--- config.mk ---
export PLATFORM = sky130hd
export DESIGN_NAME = seq_divider_flat
export DESIGN_NICKNAME = d
export VERILOG_FILES = /design/src/rtl/seq_divider_if.sv /design/src/rtl/seq_divider.sv /design/src/flat_wrapper.sv
export SDC_FILE = /design/constraint.sdc
export NUM_CORES = 1
export LEC_CHECK = 0
export ABC_AREA = 1
export CAP_MARGIN = 10
export CORE_MARGIN = 5
export CORE_UTILIZATION = 59
export CTS_BUF_LIST = sky130_fd_sc_hd__clkbuf_4
export DETAILED_ROUTE_END_ITERATION = 10
export DONT_BUFFER_PORTS = 1
export PLACE_DENSITY = 0.78
export SYNTH_ARGS = -nofsm -noshare
export SYNTH_HDL_FRONTEND = slang
export SYNTH_SLANG_ARGS = --single-unit
--- constraint.sdc ---
create_clock -name CLK -period 1.7 [get_ports CLK]
set_input_delay 0.34 -clock CLK [delete_from_list [all_inputs] [get_ports CLK]]
set_output_delay 0.34 -clock CLK [all_outputs]
set_load 0.01 [all_outputs]
--- src/rtl/seq_divider_if.sv ---
// -----------------------------------------------------------------------------
// seq_divider_if
//   Handshake and operand/result bundle for the sequential restoring divider.
//   The clock and reset are kept outside the bundle as plain module ports.
//
//   Signals
//     START     request, honoured only while READY is high
//     DIVIDEND  unsigned dividend (N_W bits), sampled with an accepted START
//     DIVISOR   unsigned divisor (D_W bits), sampled with an accepted START
//     READY     divider is idle and can take a new request
//     BUSY      divider is iterating
//     DONE      one-cycle pulse, QUOT/REM/DIVZ are valid
//     QUOT      quotient (N_W bits), held until the next accepted START
//     REM       remainder (D_W bits), held until the next accepted START
//     DIVZ      divide-by-zero flag for the current result
//
//   Modports
//     master    the requester (drives START and the operands)
//     slave     the divider itself
// -----------------------------------------------------------------------------
interface seq_divider_if #(
  parameter int N_W = 16,
  parameter int D_W = 8
);

  logic           START;
  logic [N_W-1:0] DIVIDEND;
  logic [D_W-1:0] DIVISOR;
  logic           READY;
  logic           BUSY;
  logic           DONE;
  logic [N_W-1:0] QUOT;
  logic [D_W-1:0] REM;
  logic           DIVZ;

  modport master (
    output START, DIVIDEND, DIVISOR,
    input  READY, BUSY, DONE, QUOT, REM, DIVZ
  );

  modport slave (
    input  START, DIVIDEND, DIVISOR,
    output READY, BUSY, DONE, QUOT, REM, DIVZ
  );

endinterface

--- src/rtl/seq_divider.sv ---
// -----------------------------------------------------------------------------
// seq_divider
//   Sequential radix-2 restoring divider. Divides an N_W-bit unsigned dividend
//   by a D_W-bit unsigned divisor, producing one quotient bit per clock behind
//   a START/DONE handshake. Companion of the 8x8 multiplier: a 16-bit product
//   divided by one of its factors gives the other factor back.
//
//   Parameters
//     N_W   dividend and quotient width (must be >= D_W)
//     D_W   divisor and remainder width
//
//   Ports
//     CLK   sole clock, rising edge
//     RST   synchronous, active-high reset; dominates every state
//     bus   seq_divider_if slave modport (START/operands in, READY/BUSY/DONE
//           and QUOT/REM/DIVZ out)
//
//   Timing
//     START accepted in cycle 0 -> BUSY in cycles 1..N_W, DONE in cycle N_W+1,
//     READY again in cycle N_W+2. A zero divisor skips the iteration: DONE and
//     DIVZ in cycle 1, READY in cycle 2.
// -----------------------------------------------------------------------------
module seq_divider #(
  parameter int N_W = 16,
  parameter int D_W = 8
) (
  input  logic         CLK,
  input  logic         RST,
  seq_divider_if.slave bus
);

  // Wide enough to hold N_W itself, so the counter never needs to wrap.
  localparam int CNT_W = $clog2(N_W + 1);
  localparam logic [CNT_W-1:0] LAST_ITER = CNT_W'(N_W - 1);

  typedef enum logic [1:0] {
    IDLE,
    RUN,
    FIN
  } state_e;

  state_e           state_q;
  logic [D_W-1:0]   divisor_q;
  logic [N_W-1:0]   quotShift_q;
  logic [D_W:0]     partRem_q;
  logic [CNT_W-1:0] count_q;
  logic             divz_q;

  logic [D_W+1:0]   remShifted;
  logic             trialFits;
  logic [D_W:0]     trialDiff;
  logic [D_W:0]     partRem_d;
  logic [N_W-1:0]   quotShift_d;

  // One restoring step. The {P,Q} pair is shifted left by one bit, then the
  // divisor is trial-subtracted from the new partial remainder. The shifted
  // value is kept one bit wider than P so the compare sees every bit of P;
  // because P < divisor between steps, the shifted value is below twice the
  // divisor and the difference always fits back into D_W+1 bits.
  always_comb begin
    remShifted  = {partRem_q, quotShift_q[N_W-1]};
    trialFits   = (remShifted >= {2'b00, divisor_q});
    trialDiff   = remShifted[D_W:0] - {1'b0, divisor_q};
    partRem_d   = trialFits ? trialDiff : remShifted[D_W:0];
    quotShift_d = {quotShift_q[N_W-2:0], trialFits};
  end

  // Control FSM plus the datapath registers. The quotient shift register
  // starts out holding the dividend; its bits are consumed from the top as
  // quotient bits enter at the bottom, so after N_W steps it holds the
  // quotient. A zero divisor bypasses the loop and loads the flagged result
  // straight away. Reset discards any in-flight operation with no DONE.
  always_ff @(posedge CLK) begin
    if (RST) begin
      state_q     <= IDLE;
      divisor_q   <= '0;
      quotShift_q <= '0;
      partRem_q   <= '0;
      count_q     <= '0;
      divz_q      <= 1'b0;
    end else begin
      case (state_q)
        IDLE: begin
          if (bus.START) begin
            if (bus.DIVISOR != '0) begin
              divisor_q   <= bus.DIVISOR;
              quotShift_q <= bus.DIVIDEND;
              partRem_q   <= '0;
              count_q     <= '0;
              divz_q      <= 1'b0;
              state_q     <= RUN;
            end else begin
              quotShift_q <= '1;
              partRem_q   <= {1'b0, bus.DIVIDEND[D_W-1:0]};
              divz_q      <= 1'b1;
              state_q     <= FIN;
            end
          end
        end

        RUN: begin
          partRem_q   <= partRem_d;
          quotShift_q <= quotShift_d;
          count_q     <= count_q + CNT_W'(1);
          if (count_q == LAST_ITER) begin
            state_q <= FIN;
          end
        end

        FIN: begin
          state_q <= IDLE;
        end

        default: begin
          state_q <= IDLE;
        end
      endcase
    end
  end

  // Status is a pure decode of the state register, so READY/BUSY/DONE are
  // mutually exclusive and have no path from the inputs.
  assign bus.READY = (state_q == IDLE);
  assign bus.BUSY  = (state_q == RUN);
  assign bus.DONE  = (state_q == FIN);

  // The final remainder is below the divisor, so the top bit of P is dropped.
  assign bus.QUOT  = quotShift_q;
  assign bus.REM   = partRem_q[D_W-1:0];
  assign bus.DIVZ  = divz_q;

endmodule
--- src/flat_wrapper.sv ---
// flat-port wrapper written by rule: the top's interface ports become plain ports
module seq_divider_flat 
#(
  parameter int N_W = 16,
  parameter int D_W = 8
)
  (CLK, RST, bus_START, bus_DIVIDEND, bus_DIVISOR, bus_READY, bus_BUSY, bus_DONE, bus_QUOT, bus_REM, bus_DIVZ);
  seq_divider_if #(.N_W(N_W), .D_W(D_W)) bus_i ();
  input  logic CLK;
  input  logic RST;
  input wire logic [$bits(bus_i.START)-1:0] bus_START;
  input wire logic [$bits(bus_i.DIVIDEND)-1:0] bus_DIVIDEND;
  input wire logic [$bits(bus_i.DIVISOR)-1:0] bus_DIVISOR;
  output wire logic [$bits(bus_i.READY)-1:0] bus_READY;
  output wire logic [$bits(bus_i.BUSY)-1:0] bus_BUSY;
  output wire logic [$bits(bus_i.DONE)-1:0] bus_DONE;
  output wire logic [$bits(bus_i.QUOT)-1:0] bus_QUOT;
  output wire logic [$bits(bus_i.REM)-1:0] bus_REM;
  output wire logic [$bits(bus_i.DIVZ)-1:0] bus_DIVZ;
  assign bus_i.START = bus_START;
  assign bus_i.DIVIDEND = bus_DIVIDEND;
  assign bus_i.DIVISOR = bus_DIVISOR;
  assign bus_READY = bus_i.READY;
  assign bus_BUSY = bus_i.BUSY;
  assign bus_DONE = bus_i.DONE;
  assign bus_QUOT = bus_i.QUOT;
  assign bus_REM = bus_i.REM;
  assign bus_DIVZ = bus_i.DIVZ;
  seq_divider #(.N_W(N_W), .D_W(D_W)) u_core (.CLK(CLK), .RST(RST), .bus(bus_i));
endmodule
**Word-level counts from Yosys, hierarchy flattened**

Cells that the tools add are included.
W data, S select, Z words.

- Add/sub/neg operators: 2
- $lt $le $gt $ge: 1
- Equal/unequal tests: 6
- Muxes and demuxes: 15
- Reduce and logical (&&, ||, !) cells: 8

Operators by type and width:

| kind | number |
|---|---|
| $mux W16 | 2 |
| $pmux W16 S2 | 1 |
| $mux W9 | 2 |
| $pmux W9 S2 | 1 |
| $ge A10 B8 Y1 | 1 |
| $mux W5 | 2 |
| $pmux W5 S2 | 1 |
| $sub A9 B8 Y9 | 1 |
| $mux W8 | 1 |
| $reduce_bool A8 Y1 | 1 |
| $mux W2 | 3 |
| $reduce_and A2 Y1 | 3 |
| $reduce_and A3 Y1 | 2 |
| $add A5 B1 Y5 const B | 1 |
| $eq A5 B4 Y1 const B | 1 |
| $ne A2 B1 Y1 const B | 2 |
| $pmux W2 S2 | 1 |
| $eq A2 B1 Y1 const B | 1 |
| $eq A2 B2 Y1 const B | 1 |
| $logic_not A2 Y1 | 1 |
| $ne A2 B2 Y1 const B | 1 |
| $reduce_bool A2 Y1 | 1 |
| $mux W1 | 1 |

- Flip-flop bits (word level): 41
- Output and inout port bits: 28

**Depth between registers and ports, before layout**

Gate-level depths: netlist of run 1.

- Depth after elaboration: 4
- Depth in mapped cells: 12
- Mapped depth without buffers: 12

**Worst setup path before layout of run 1**

OpenSTA, ideal clock, no wires.

- Path type: reg2reg
- Start point: register u_core.quotShift_q[15] (netlist: u_core.bus.QUOT[15])
- End point: register u_core.partRem_q[5]
- Setup time: 0.070 ns
- Arrival: 1.731 ns
- Setup slack: -0.100 ns
- Cell stages (with the launch flop): 12
- Path buffers: 0
- Cells stage by stage: dfxtp_1 -> inv_1 -> ha_1 -> inv_1 -> fa_1 -> nand3_1 -> a21oi_2 -> nor2_4 -> inv_2 -> nand2_1 -> nand3_1 -> a21oi_1

- Longest elaborated chain between the ends: 3
- Elaborated cells on any way between the ends: 4
- Classes of those cells: add/sub (1); order compare (1); mux (2)

Ends and longest elaborated chain:

| element | RTL line | RTL |
|---|---|---|
| start, declared | seq_divider.sv:44 | `logic [N_W-1:0] quotShift_q;` |
| start signal, assigned | seq_divider.sv:87 | `quotShift_q <= bus.DIVIDEND;` |
| start signal, assigned | seq_divider.sv:103 | `quotShift_q <= quotShift_d;` |
| $sub A9 B8 Y9 or $ge A10 B8 Y1 (tied branches) | seq_divider.sv:63, seq_divider.sv:62 |  |
| $mux W9 (*) | seq_divider.sv:64 | `partRem_d = trialFits ? trialDiff : remShifted[D_W:0];` |
| $pmux W9 S2 (*) | seq_divider.sv:82 | `case (state_q)` |
| end signal, assigned | seq_divider.sv:94 | `partRem_q <= {1'b0, bus.DIVIDEND[D_W-1:0]};` |
| end signal, assigned | seq_divider.sv:102 | `partRem_q <= partRem_d;` |
| end, declared | seq_divider.sv:45 | `logic [D_W:0] partRem_q;` |

Mark *: on every way between the ends. The rest lies on a longest branch, timed or not.
A chain may end at the register's enable or synchronous reset.

**Worst setup path after layout of run 1**

- Start point: register u_core.divisor_q[7]
- End point: register u_core.partRem_q[2]

- Longest elaborated chain between the ends: 3

Ends and longest elaborated chain:

| element | RTL line | RTL |
|---|---|---|
| start, declared | seq_divider.sv:43 | `logic [D_W-1:0] divisor_q;` |
| start signal, assigned | seq_divider.sv:86 | `divisor_q <= bus.DIVISOR;` |
| $ge A10 B8 Y1 | seq_divider.sv:62 | `trialFits = (remShifted >= {2'b00, divisor_q});` |
| $mux W9 | seq_divider.sv:64 |  |
| $pmux W9 S2 | seq_divider.sv:82 |  |

Every way passes these cells.

==> impl_metrics.tcl, run 1 <==
set metrics [dict create \
    grt_usage_pct 23.7 \
    critPathRequiredTime_ps 2010 \
    cts_sinks 41 \
    synth_area_um2 2500 \
    period_needed_ps 1690 \
    ys_seq_area_share_pct 32.8 \
    cap_violations 0 \
    ioPinCount 55 \
    dpl.cell_count 433 \
    routabilityCongestion 0.865 \
    antenna_found_initial 0 \
    die_h_um 75.2 \
    crit_arrival_ps 2000 \
    slew_headroom_pct 54.1 \
    postRouteAntennaNets 0 \
    dp_hpwl_mm 4.88 \
    tightest_slew_ps 685 \
    fp.coreArea_um2 4060 \
    cts_tree "built" \
    outcome "completed" \
    hp-class "in -> reg" \
    final_core_util_pct 71.5 \
    max-vdd-ir-drop_mv 0.573 \
    setup_viol 0 \
    slew_viol_final 0 \
    cp-end-kind "flip-flop" \
    grt_start_max_net_pins 28 \
    post-route-period-util_pct 99.4 \
    synthArstFlopShare_pct 0 \
    hold_violations 0 \
    io_buffers 0 \
    slowest_delay_ps 320 \
    yosys_most_used_dff "dfxtp_1" \
    clk_pin_slew_ps 130 \
    crit_chain "inv_1 -> ha_4 -> nand2_1 -> nand2_1 -> nor2_1 -> nand3_2 -> nor2_4 -> inv_4 -> nand2_1 -> nand3_1 -> a21oi_2" \
    cts-root-buf "clkbuf_4" \
    syn_to_final_growth_pct 15.8 \
    num_antenna_cells 0 \
    fmax_mhz 592 \
    cp_common_cell "nand2_1" \
    cp_slowest_cell "dfxtp_1" \
    postSynthAreaPerCell_um2 6.68 \
    cts_made_buffers 5 \
    synth_edf_count 0 \
    clk_latency_ps 370 \
    grt_pass1_vias 2238 \
    wl_per_cell_um 15.0 \
    synth_cells 375 \
    p_per_area_nw_per_um2 1030 \
    grt_pass1_wl_mm 10.3 \
    layout-drive-gt1-share_pct 21.9 \
    tns_ps 0 \
    cts_max_path_buffers 2 \
    drc_errors 0 \
    grt-ovfl-total 0 \
    nNetsFinal 430 \
    critical_path_class "reg -> reg" \
    ys_seq_elements 41 \
    skew_ps 6.04 \
    ctsHtreeMaxLevel 2 \
    yosys_warnings 0 \
    dr.pass1.iters 5 \
    start_kind "flip-flop" \
    finalWirelength_mm 6.66 \
    syn-num-nets 413 \
    std_cell_rows 23 \
    vias 2432 \
    dr.first_iter.drc_count 164 \
    worst-path-max-fanout 8 \
    initial_core_util_pct 61.7 \
    fin_cells 443 \
    leakagePower_uw 0.00134 \
    fillers 335 \
    timing.hold.ws_ps 15.5 \
    dieArea_um2 5650 \
    die_w_um 75.2 \
    ys_types 32 \
    rsz0062_at_grt "true" \
    via_per_inst 5.49 \
]
## report_power, final
group	internal [uW]	total, uW	leakage (uW)	switching (uW)
registers	1060	1170	0.000340	107
clock network	157	508	0.0000326	351
logic	538	1300	0.000970	767
## final timing paths
path	start	to	slack, ps	cells after the start
setup / recovery	u_core.divisor_q[7]	u_core.partRem_q[2]	10	11
hold / removal	RST	u_core.state_q[0]	20	1
setup reg to reg	u_core.divisor_q[7]	u_core.partRem_q[2]	10	11
hold reg to reg	u_core.count_q[2]	u_core.count_q[2]	470	2
## area by class of cell
class	instances	area, um2	share of cell area, %
multi-input combinational	244	1440	49.7
sequential	41	828	28.6
timing repair buffer	30	248	8.54
inverter	70	265	9.15
tap	50	62.6	2.16
clock buffer	5	37.5	1.29
clock inverter	3	17.5	0.604
## cell usage in the layout (no fill, tap or decap), types with 5 or more instances in the layout
master,Yosys,layout
a21oi_2,1,6
o2111ai_1,10,10
dfxtp_2,0,6
nand2_1,84,74
nor2_1,27,26
a21oi_1,27,22
o21ai_1,5,5
nand3_1,21,16
ha_1,10,5
inv_1,63,61
inv_2,6,7
dfxtp_1,41,35
clkbuf_4,0,5
or2_1,5,5
buf_4,9,26
nand3_2,0,5
or2_0,5,5
nand2_2,2,11
ha_4,0,5
o21ai_0,27,27
## metrics by stage
step                      cell area, um2  setup WS (ps)  power, uW
after CTS                           2770          -9.10       2850
after detailed placement            2670          -1.96       2290
final                               2900           10.5       2980
after floorplan                     2510           14.2       1990
after global routing                2900           -102       3200
after global placement              2670           8.75       2260
## synthesized netlist by cell type, types with 3 or more instances
cell type	n	area (um2)
o2111ai_1	10	87.6
or2_1	5	31.3
xnor2_1	3	26.3
nor2_1	27	101
ha_1	10	125
a31oi_1	4	25.0
inv_2	6	22.5
nand2_1	84	315
inv_1	63	236
clkbuf_1	3	11.3
buf_2	5	25.0
or2_0	5	31.3
a21oi_1	27	135
buf_4	9	67.6
nand4_1	3	18.8
nand3_1	21	105
dfxtp_1	41	821
o21ai_0	27	135
o21ai_1	5	25.0
## logic make-up after synthesis
logic type               Yosys count  share of synthesized area (%)
AND/OR/NAND/NOR                  154                           27.4
buffers and inverters             90                           15.7
AO/OA/AOI/OAI                     76                           17.3
flip-flops                        41                           32.8
adder cells (fa/ha/maj)           11                           5.79
XOR/XNOR                           3                           1.05
## worst max-delay path, delay by kind of cell, from the launching register on
family / cells / cell delay, ps
AO/OA/AOI/OAI: 1 / 140
adder cells (fa/ha/maj): 1 / 220
buffers and inverters: 2 / 200
flip-flops: 1 / 320
AND/OR/NAND/NOR: 7 / 750
## flip-flops by register name, summed over array words and instances, names as in the netlist
register / count
u_core.count_q: 5
u_core.state_q: 2
u_core.bus.DIVZ: 1
u_core.partRem_q: 9
u_core.divisor_q: 8
u_core.bus.QUOT: 16
## repair_timing
| action | in CTS | in global routing |
|---|---|---|
| setup buffers | 0 | 1 |
| hold endpoints to repair | 0 | 1 |
| hold buffers | 0 | 1 |
| pin swaps | 8 | 7 |
| gates resized for setup | 15 | 24 |
| endpoints found under the setup margin | 3 | 22 |
## layer usage
| metal | vias to the layer above | global-route usage, % | wire, um |
|---|---|---|---|
| met5 | - | 0 | 0 |
| met4 | 0 | 10.1 | 212 |
| met3 | 22 | 7.61 | 571 |
| met2 | 95 | 35.8 | 3060 |
| met1 | 1089 | 31.2 | 2810 |
| li1 | 1226 | - | - |
Note: power is estimated with default switching activity, not from simulation.
==> run 2, diff against run 1 <==
--- a/config.mk
+++ b/config.mk
@@ -16,3 +16,4 @@
 export SYNTH_ARGS = -nofsm -noshare
 export SYNTH_HDL_FRONTEND = slang
 export SYNTH_SLANG_ARGS = --single-unit
+export TNS_END_PERCENT = 50
==> constraint.sdc (replaced) <==
create_clock -name CLK -period 1.4 [get_ports CLK]
set_input_delay 0.28 -clock CLK [delete_from_list [all_inputs] [get_ports CLK]]
set_output_delay 0.28 -clock CLK [all_outputs]
set_load 0.01 [all_outputs]
==> run 2 against run 1 <==
Net effect:
- the run now ends with negative setup slack left
- wire length grew 5.2%
- power grew 27%
- final cell count grew 3.8%
- via count grew 4.6%
- core utilization grew 3.9 points
- critical path depth is the same
- worst setup slack lost 340 ps
- register-to-register slack lost 340 ps
- clock skew grew 8.4 ps
- largest cell class unchanged
==> impl_metrics.tcl, run 2 (synthesis gave the netlist of run 1 again) <==
set metrics [dict create \
    cts_tree "built" \
    p_per_area_nw_per_um2 1240 \
    initial_core_util_pct 61.7 \
    dieArea_um2 5650 \
    cp-end-kind "flip-flop" \
    grt_usage_pct 26.2 \
    hold_violations 0 \
    setup_viol 11 \
    post-route-period-util_pct 124 \
    slew_headroom_pct 80.5 \
    worst-path-max-fanout 5 \
    num_antenna_cells 0 \
    hp-class "in -> reg" \
    tightest_slew_ps 292 \
    rsz0062_at_grt "true" \
    dpl-instance-area_um2 2790 \
    dp_hpwl_mm 5.24 \
    r2r_setup_slack_ps -330 \
    timing.rr.start "u_core.bus.QUOT[15]" \
    dr.first_iter.drc_count 221 \
    cts_max_path_buffers 2 \
    final_area_um2 3060 \
    nNetsFinal 447 \
    fp.coreArea_um2 4060 \
    clk_pin_slew_ps 130 \
    largest_register_ffs 16 \
    slew_viol_final 0 \
    drc_errors 0 \
    std_cell_rows 23 \
    cts_sinks 41 \
    wl_per_cell_um 15.2 \
    max-vdd-ir-drop_mv 0.781 \
    ioPinCount 55 \
    layout_setup_ws_ps -333 \
    final_cell_mix "76 x nand2_1, 60 x inv_1, 41 x buf_4, 34 x dfxtp_1, 26 x o21ai_0" \
    dr.pass1.iters 4 \
    die_h_um 75.2 \
    final_common_cell "nand2_1" \
    grt-ovfl-total 0 \
    io_buffers 0 \
    antenna_found_initial 0 \
    layout-drive-gt1-share_pct 26.6 \
    start_kind "flip-flop" \
    cts-root-buf "clkbuf_4" \
    critical_path_class "reg -> reg" \
    ctsHtreeMaxLevel 2 \
    critPathRequiredTime_ps 1670 \
    syn_to_final_growth_pct 22.1 \
    cp-startpoint "u_core.bus.QUOT[15]" \
    finalWirelength_mm 7.00 \
    final_core_util_pct 75.4 \
    via_per_inst 5.53 \
    skew_ps 14.4 \
    outcome "complete, but fails checks" \
    crit_arrival_ps 2000 \
    period_needed_ps 1730 \
    postRouteAntennaNets 0 \
    cts_made_buffers 5 \
    grt_pass1_wl_mm 11.2 \
    die_w_um 75.2 \
    violations "negative setup slack" \
    vias 2544 \
    grt_pass1_vias 2433 \
    fmax_mhz 577 \
    leakagePower_uw 0.00142 \
    routabilityCongestion 0.978 \
    cap_violations 0 \
    hp-start "bus_DIVISOR[2]" \
    grt_start_max_net_pins 17 \
    clk_latency_ps 370 \
]
## run 2: changes by cell type in the layout (fill, tap and decap cells not counted), sizes merged
| cell | change |
|---|---|
| buf | +17 |
| clkinv | -1 |
| inv | +1 |
## run 2: layout make-up
type	count	area (um2)
inverter	70	268
clock inverter	3	16.3
timing repair buffer	47	378
tap	50	62.6
fill	312	998
multi-input combinational	244	1470
sequential	41	830
clock buffer	5	37.5
## run 2: worst paths after layout
kind / end / depth (start not counted)
worst max register to register: u_core.partRem_q[6] / 11
worst min-delay path: u_core.divisor_q[2] / 2
worst max-delay path: u_core.partRem_q[6] / 11
worst min register to register: u_core.count_q[2] / 2
## run 2: critical path: stages (launching register included)
cell and delay [ps]:
dfxtp_2 350, inv_2 70, ha_4 120, inv_2 40
fa_2 370, nand3_2 90, a21oi_2 70, nor2_4 160
buf_6 150, nand2_2 60, nand3_2 100, a21oi_2 60
## run 2: report_power, final
part | switching (uW) | total, uW | internal [uW]
logic | 1010 | 1750 | 739
registers | 129 | 1420 | 1290
clock network | 427 | 619 | 192
## run 2: repair_timing
action,4_1_cts,5_1_grt
hold buffers,1,0
pin swaps,7,9
buffers inserted,2,0
gates resized for setup,21,26
endpoints found under the hold margin,4,0
endpoints found under the setup margin,24,29
## run 2: routing by layer
layer | share of wire (%) | wire (um) | GRT usage (%)
met5 | 0 | 0 | 0
met4 | 3.6 | 253 | 11.5
met3 | 8.3 | 579 | 6.94
met2 | 46 | 3250 | 42.2
met1 | 42 | 2920 | 33.0
## run 2: metrics by stage
stage	hold slack (ps)	TNS, ps	worst slack [ps]	total power, uW	std cells
CTS	46.1	-2570	-279	3620	460
finish	45.0	-2970	-333	3790	460
detailed placement	354	-2840	-354	2870	449
global placement	351	-2400	-284	2840	449
global route	53.4	-4120	-419	4060	460
floorplan	349	-2070	-240	2420	375
==> RTL change 1 (flow settings as in run 2) <==
Make the reset (`RST`) asynchronous in one clocked block. Comments in the files are not updated.
--- a/src/rtl/seq_divider.sv
+++ b/src/rtl/seq_divider.sv
@@ -71,5 +71,5 @@
   // quotient. A zero divisor bypasses the loop and loads the flagged result
   // straight away. Reset discards any in-flight operation with no DONE.
-  always_ff @(posedge CLK) begin
+  always_ff @(posedge CLK or posedge RST) begin
     if (RST) begin
       state_q     <= IDLE;
Function: differs if RST is asserted again (counterexample within 4 cycles, from zero or initial values and one cycle with RST high); with RST held inactive, the same outputs for 10 cycles.
==> RTL change 1 against run 2 <==
Setup slack worse by 0.24 ns. Fmax is 12% lower. Design area is 10% higher. Sequential cell count stayed put. The run still ends with negative setup slack left. Sequential share of layout area is 3.3 points higher. Wire length is 2.6% higher. Largest cell class unchanged. Highest routed layer unchanged. Global-route usage is 3.1 points lower. Synthesized area is 5.1% higher. Core utilization is 2.1 points higher.
Power is not compared: it rests on default switching activity, and its combinational part moved more than twofold at a synthesized area within 25%.
==> RTL change 1: results (changes against run 2) <==
status: "finished with violations"  # unchanged
violations: "negative setup slack"  # unchanged
synth-xor-area-share_pct: 1.66  # was 1.05%
yosys-top-cells-area: "dfrtp_1 39%, nand2_1 12%, inv_1 7.6%, nand3_1 6.3%, ha_1 4.8%"  # was dfxtp_1 33%, nand2_1 13%, inv_1 9.4%, a21oi_1 5.4%, o21ai_0 5.4%
ys.flop_type: "dfrtp_1"  # was dfxtp_1
setup_viol: 11  # unchanged
multiInputGateArea_mm2: 0.00142  # was 0.00147 mm²
placed_cells_incl_taps: 427  # was 449
dp_hpwl_um: 4740  # was 5240 µm
track_usage_pct: 23.1  # was 26.2%
synth.yosys.seq_area_share_pct: 39.0  # was 32.8%
rr_startpoint: "u_core.bus.QUOT[15]$_DFFE_PP0P_"  # was u_core.bus.QUOT[15]$_SDFFE_PP0P_
r2r_slack_ns: -0.57  # was -0.33 ns
cp_max_fo: 4  # was 5
critical-path-top-delay-family: "simple AND/OR/NAND/NOR gates"  # was adder cells
yosys-top-cells-count: "84 x nand2_1, 53 x inv_1, 41 x dfrtp_1"  # was 84 x nand2_1, 63 x inv_1, 41 x dfxtp_1
holdWs_ns: 0.0142  # was 0.0450 ns
n_all_buffers: 57  # was 47
tightest_slew_ns: 0.366  # was 0.292 ns
buf_share_pct: 17.2  # was 12.4%
synth_area_per_cell_um2: 7.42  # was 6.68 µm²
routed_wl_um: 7180  # was 7000 µm
synth_nets: 393  # was 413
layout_setup_ws_ns: -0.574  # was -0.333 ns
clock_area_share_pct: 1.59  # was 1.76%
critPathArrivalTime_ns: 2.28  # was 2.00 ns
grt_pass1_vias: 2407  # was 2433
met3WireLength_um: 570  # was 579 µm
synth-compound-area-share_pct: 9.83  # was 17.3%
## RTL change 1: cell types whose count changed after synthesis, moves of 7 or more
| cell | run 2 | this run |
|---|---|---|
| o2111ai_1 | 10 | 0 |
| nand3_1 | 21 | 33 |
| inv_1 | 63 | 53 |
| dfrtp_1 | 0 | 41 |
| dfxtp_1 | 41 | 0 |
| a21oi_1 | 27 | 6 |
| or2_2 | 0 | 7 |
| o221ai_1 | 0 | 8 |
| o21ai_0 | 27 | 17 |
## RTL change 1: cell families after synthesis
| logic type | Yosys count |
|---|---|
| buf+inv | 76 |
| simple gates | 180 |
| xor+xnor | 5 |
| fa+ha+maj | 11 |
| flops | 41 |
| compound gates | 42 |
## RTL change 1: metal layers
| metal | up-vias | global-route usage, % |
|---|---|---|
| met5 | - | 0 |
| met4 | 0 | 8.04 |
| met3 | 17 | 6.56 |
| met2 | 102 | 37.7 |
| met1 | 1147 | 29.1 |
| li1 | 1218 | - |
==> RTL change 2 (config.mk and constraints of run 2) <==
Made on the original files. `D_W` is set to 8 in 3 places; all go to 7.
--- a/src/rtl/seq_divider_if.sv
+++ b/src/rtl/seq_divider_if.sv
@@ -21,5 +21,5 @@
 interface seq_divider_if #(
   parameter int N_W = 16,
-  parameter int D_W = 8
+  parameter int D_W = 7
 );
 
--- a/src/rtl/seq_divider.sv
+++ b/src/rtl/seq_divider.sv
@@ -23,5 +23,5 @@
 module seq_divider #(
   parameter int N_W = 16,
-  parameter int D_W = 8
+  parameter int D_W = 7
 ) (
   input  logic         CLK,
--- a/src/flat_wrapper.sv
+++ b/src/flat_wrapper.sv
@@ -3,5 +3,5 @@
 #(
   parameter int N_W = 16,
-  parameter int D_W = 8
+  parameter int D_W = 7
 )
   (CLK, RST, bus_START, bus_DIVIDEND, bus_DIVISOR, bus_READY, bus_BUSY, bus_DONE, bus_QUOT, bus_REM, bus_DIVZ);
Interface: changed (resized bus_DIVISOR and bus_REM); port bits go from 55 to 53. The function was not compared with the original's and may differ.
==> RTL change 2 against run 2 <==
The flow still finishes with violations (negative setup slack). Design area fell by 4.7%. Setup slack lost 0.018 ns. Fmax down 1.0%. Total power shrank 1.7%. Synthesized area shrank 9.3%. Combinational power rose by 3%. Largest cell class unchanged. Clock skew shrank 0.0051 ns. Wire length up 7.2%. Core utilization grew 3.7 points. Sequential cell count shrank 2. Largest power group unchanged. Sequential share of layout area is 0.21 points higher. Via count shrank 3.1%.
==> RTL change 2: results (changes against run 2) <==
grt_max_degree: 22  # was 17
layout_setup_ws_ns: -0.351  # was -0.333 ns
critical_path.max_stage_delay_ns: 0.39  # was 0.37 ns
drive_gt1_share_pct: 33.4  # was 26.6%
synth_area_per_cell_um2: 7.06  # was 6.68 µm²
drt_iter0_drc: 408  # was 221
fin_tns_setup_ns: -2.46  # was -2.97 ns
violations: "negative setup slack"  # unchanged
clockPowerShare_pct: 14.9  # was 16.3%
synthAdderAreaFrac_pct: 5.84  # was 5.79%
wire_per_inst_um: 18.6  # was 15.2 µm
rr_startpoint: "u_core.divisor_q[0]$_SDFFE_PP0P_"  # was u_core.bus.QUOT[15]$_SDFFE_PP0P_
track_usage_pct: 24.6  # was 26.2%
grt_pass1_vias: 2208  # was 2433
status: "finished with violations"  # unchanged
crit-reg2reg-capture: "u_core.partRem_q[4]$_SDFFE_PP0P_"  # was u_core.partRem_q[6]$_SDFFE_PP0P_
synth.most_common_cell: "inv_1"  # was nand2_1
internal_power_mw: 2.18  # was 2.22 mW
setup_viol: 13  # was 11
yosys-top-cells-area: "dfxtp_1 34%, inv_1 8.6%, nand2_1 7.6%, a21oi_1 7.5%, o21ai_0 6.6%"  # was dfxtp_1 33%, nand2_1 13%, inv_1 9.4%, a21oi_1 5.4%, o21ai_0 5.4%
grt_pass1_wl_um: 10000  # was 11200 µm
yosys-top-cells-count: "52 x inv_1, 46 x nand2_1, 39 x dfxtp_1"  # was 84 x nand2_1, 63 x inv_1, 41 x dfxtp_1
placed_area_mm2: 0.00251  # was 0.00279 mm²
dr.pass1.iters: 8  # was 4
synth.yosys.seq_area_share_pct: 34.4  # was 32.8%
tightest_slew_ns: 0.308  # was 0.292 ns
synth_cell_types: 31  # was 32
final_nets: 393  # was 447
ir_drop_v: 0.000915  # was 0.000781 V
finalPower_mw: 3.72  # was 3.79 mW
placed_cells_incl_taps: 383  # was 449
RTL change 2: layout make-up:
class | count | area [µm²] | share of cell area (%)
tap | 48 | 60.1 | 2.06
inverter | 56 | 213 | 7.29
clock inverter | 1 | 7.51 | 0.257
sequential | 39 | 797 | 27.3
multi-input combinational | 209 | 1390 | 47.7
clock buffer | 5 | 37.5 | 1.29
timing repair buffer | 46 | 409 | 14.0
RTL change 2: layer usage:
| metal | GRT usage (%) | part of all wire (%) | vias up |
|---|---|---|---|
| li1 | - | - | 1126 |
| met1 | 29.9 | 36 | 1117 |
| met2 | 40.8 | 49 | 178 |
| met3 | 5.54 | 10 | 45 |
| met4 | 12.3 | 5.0 | 0 |
| met5 | 0 | 0 | - |
RTL change 2: repair_timing:
| action | CTS | global route |
|---|---|---|
| hold endpoints to repair | 6 | 0 |
| cloned | 0 | 1 |
| resized for setup | 30 | 35 |
| endpoints found under the setup margin | 15 | 32 |
| setup buffers | 6 | 7 |
| hold buffers | 1 | 0 |
| pin swaps | 17 | 24 |
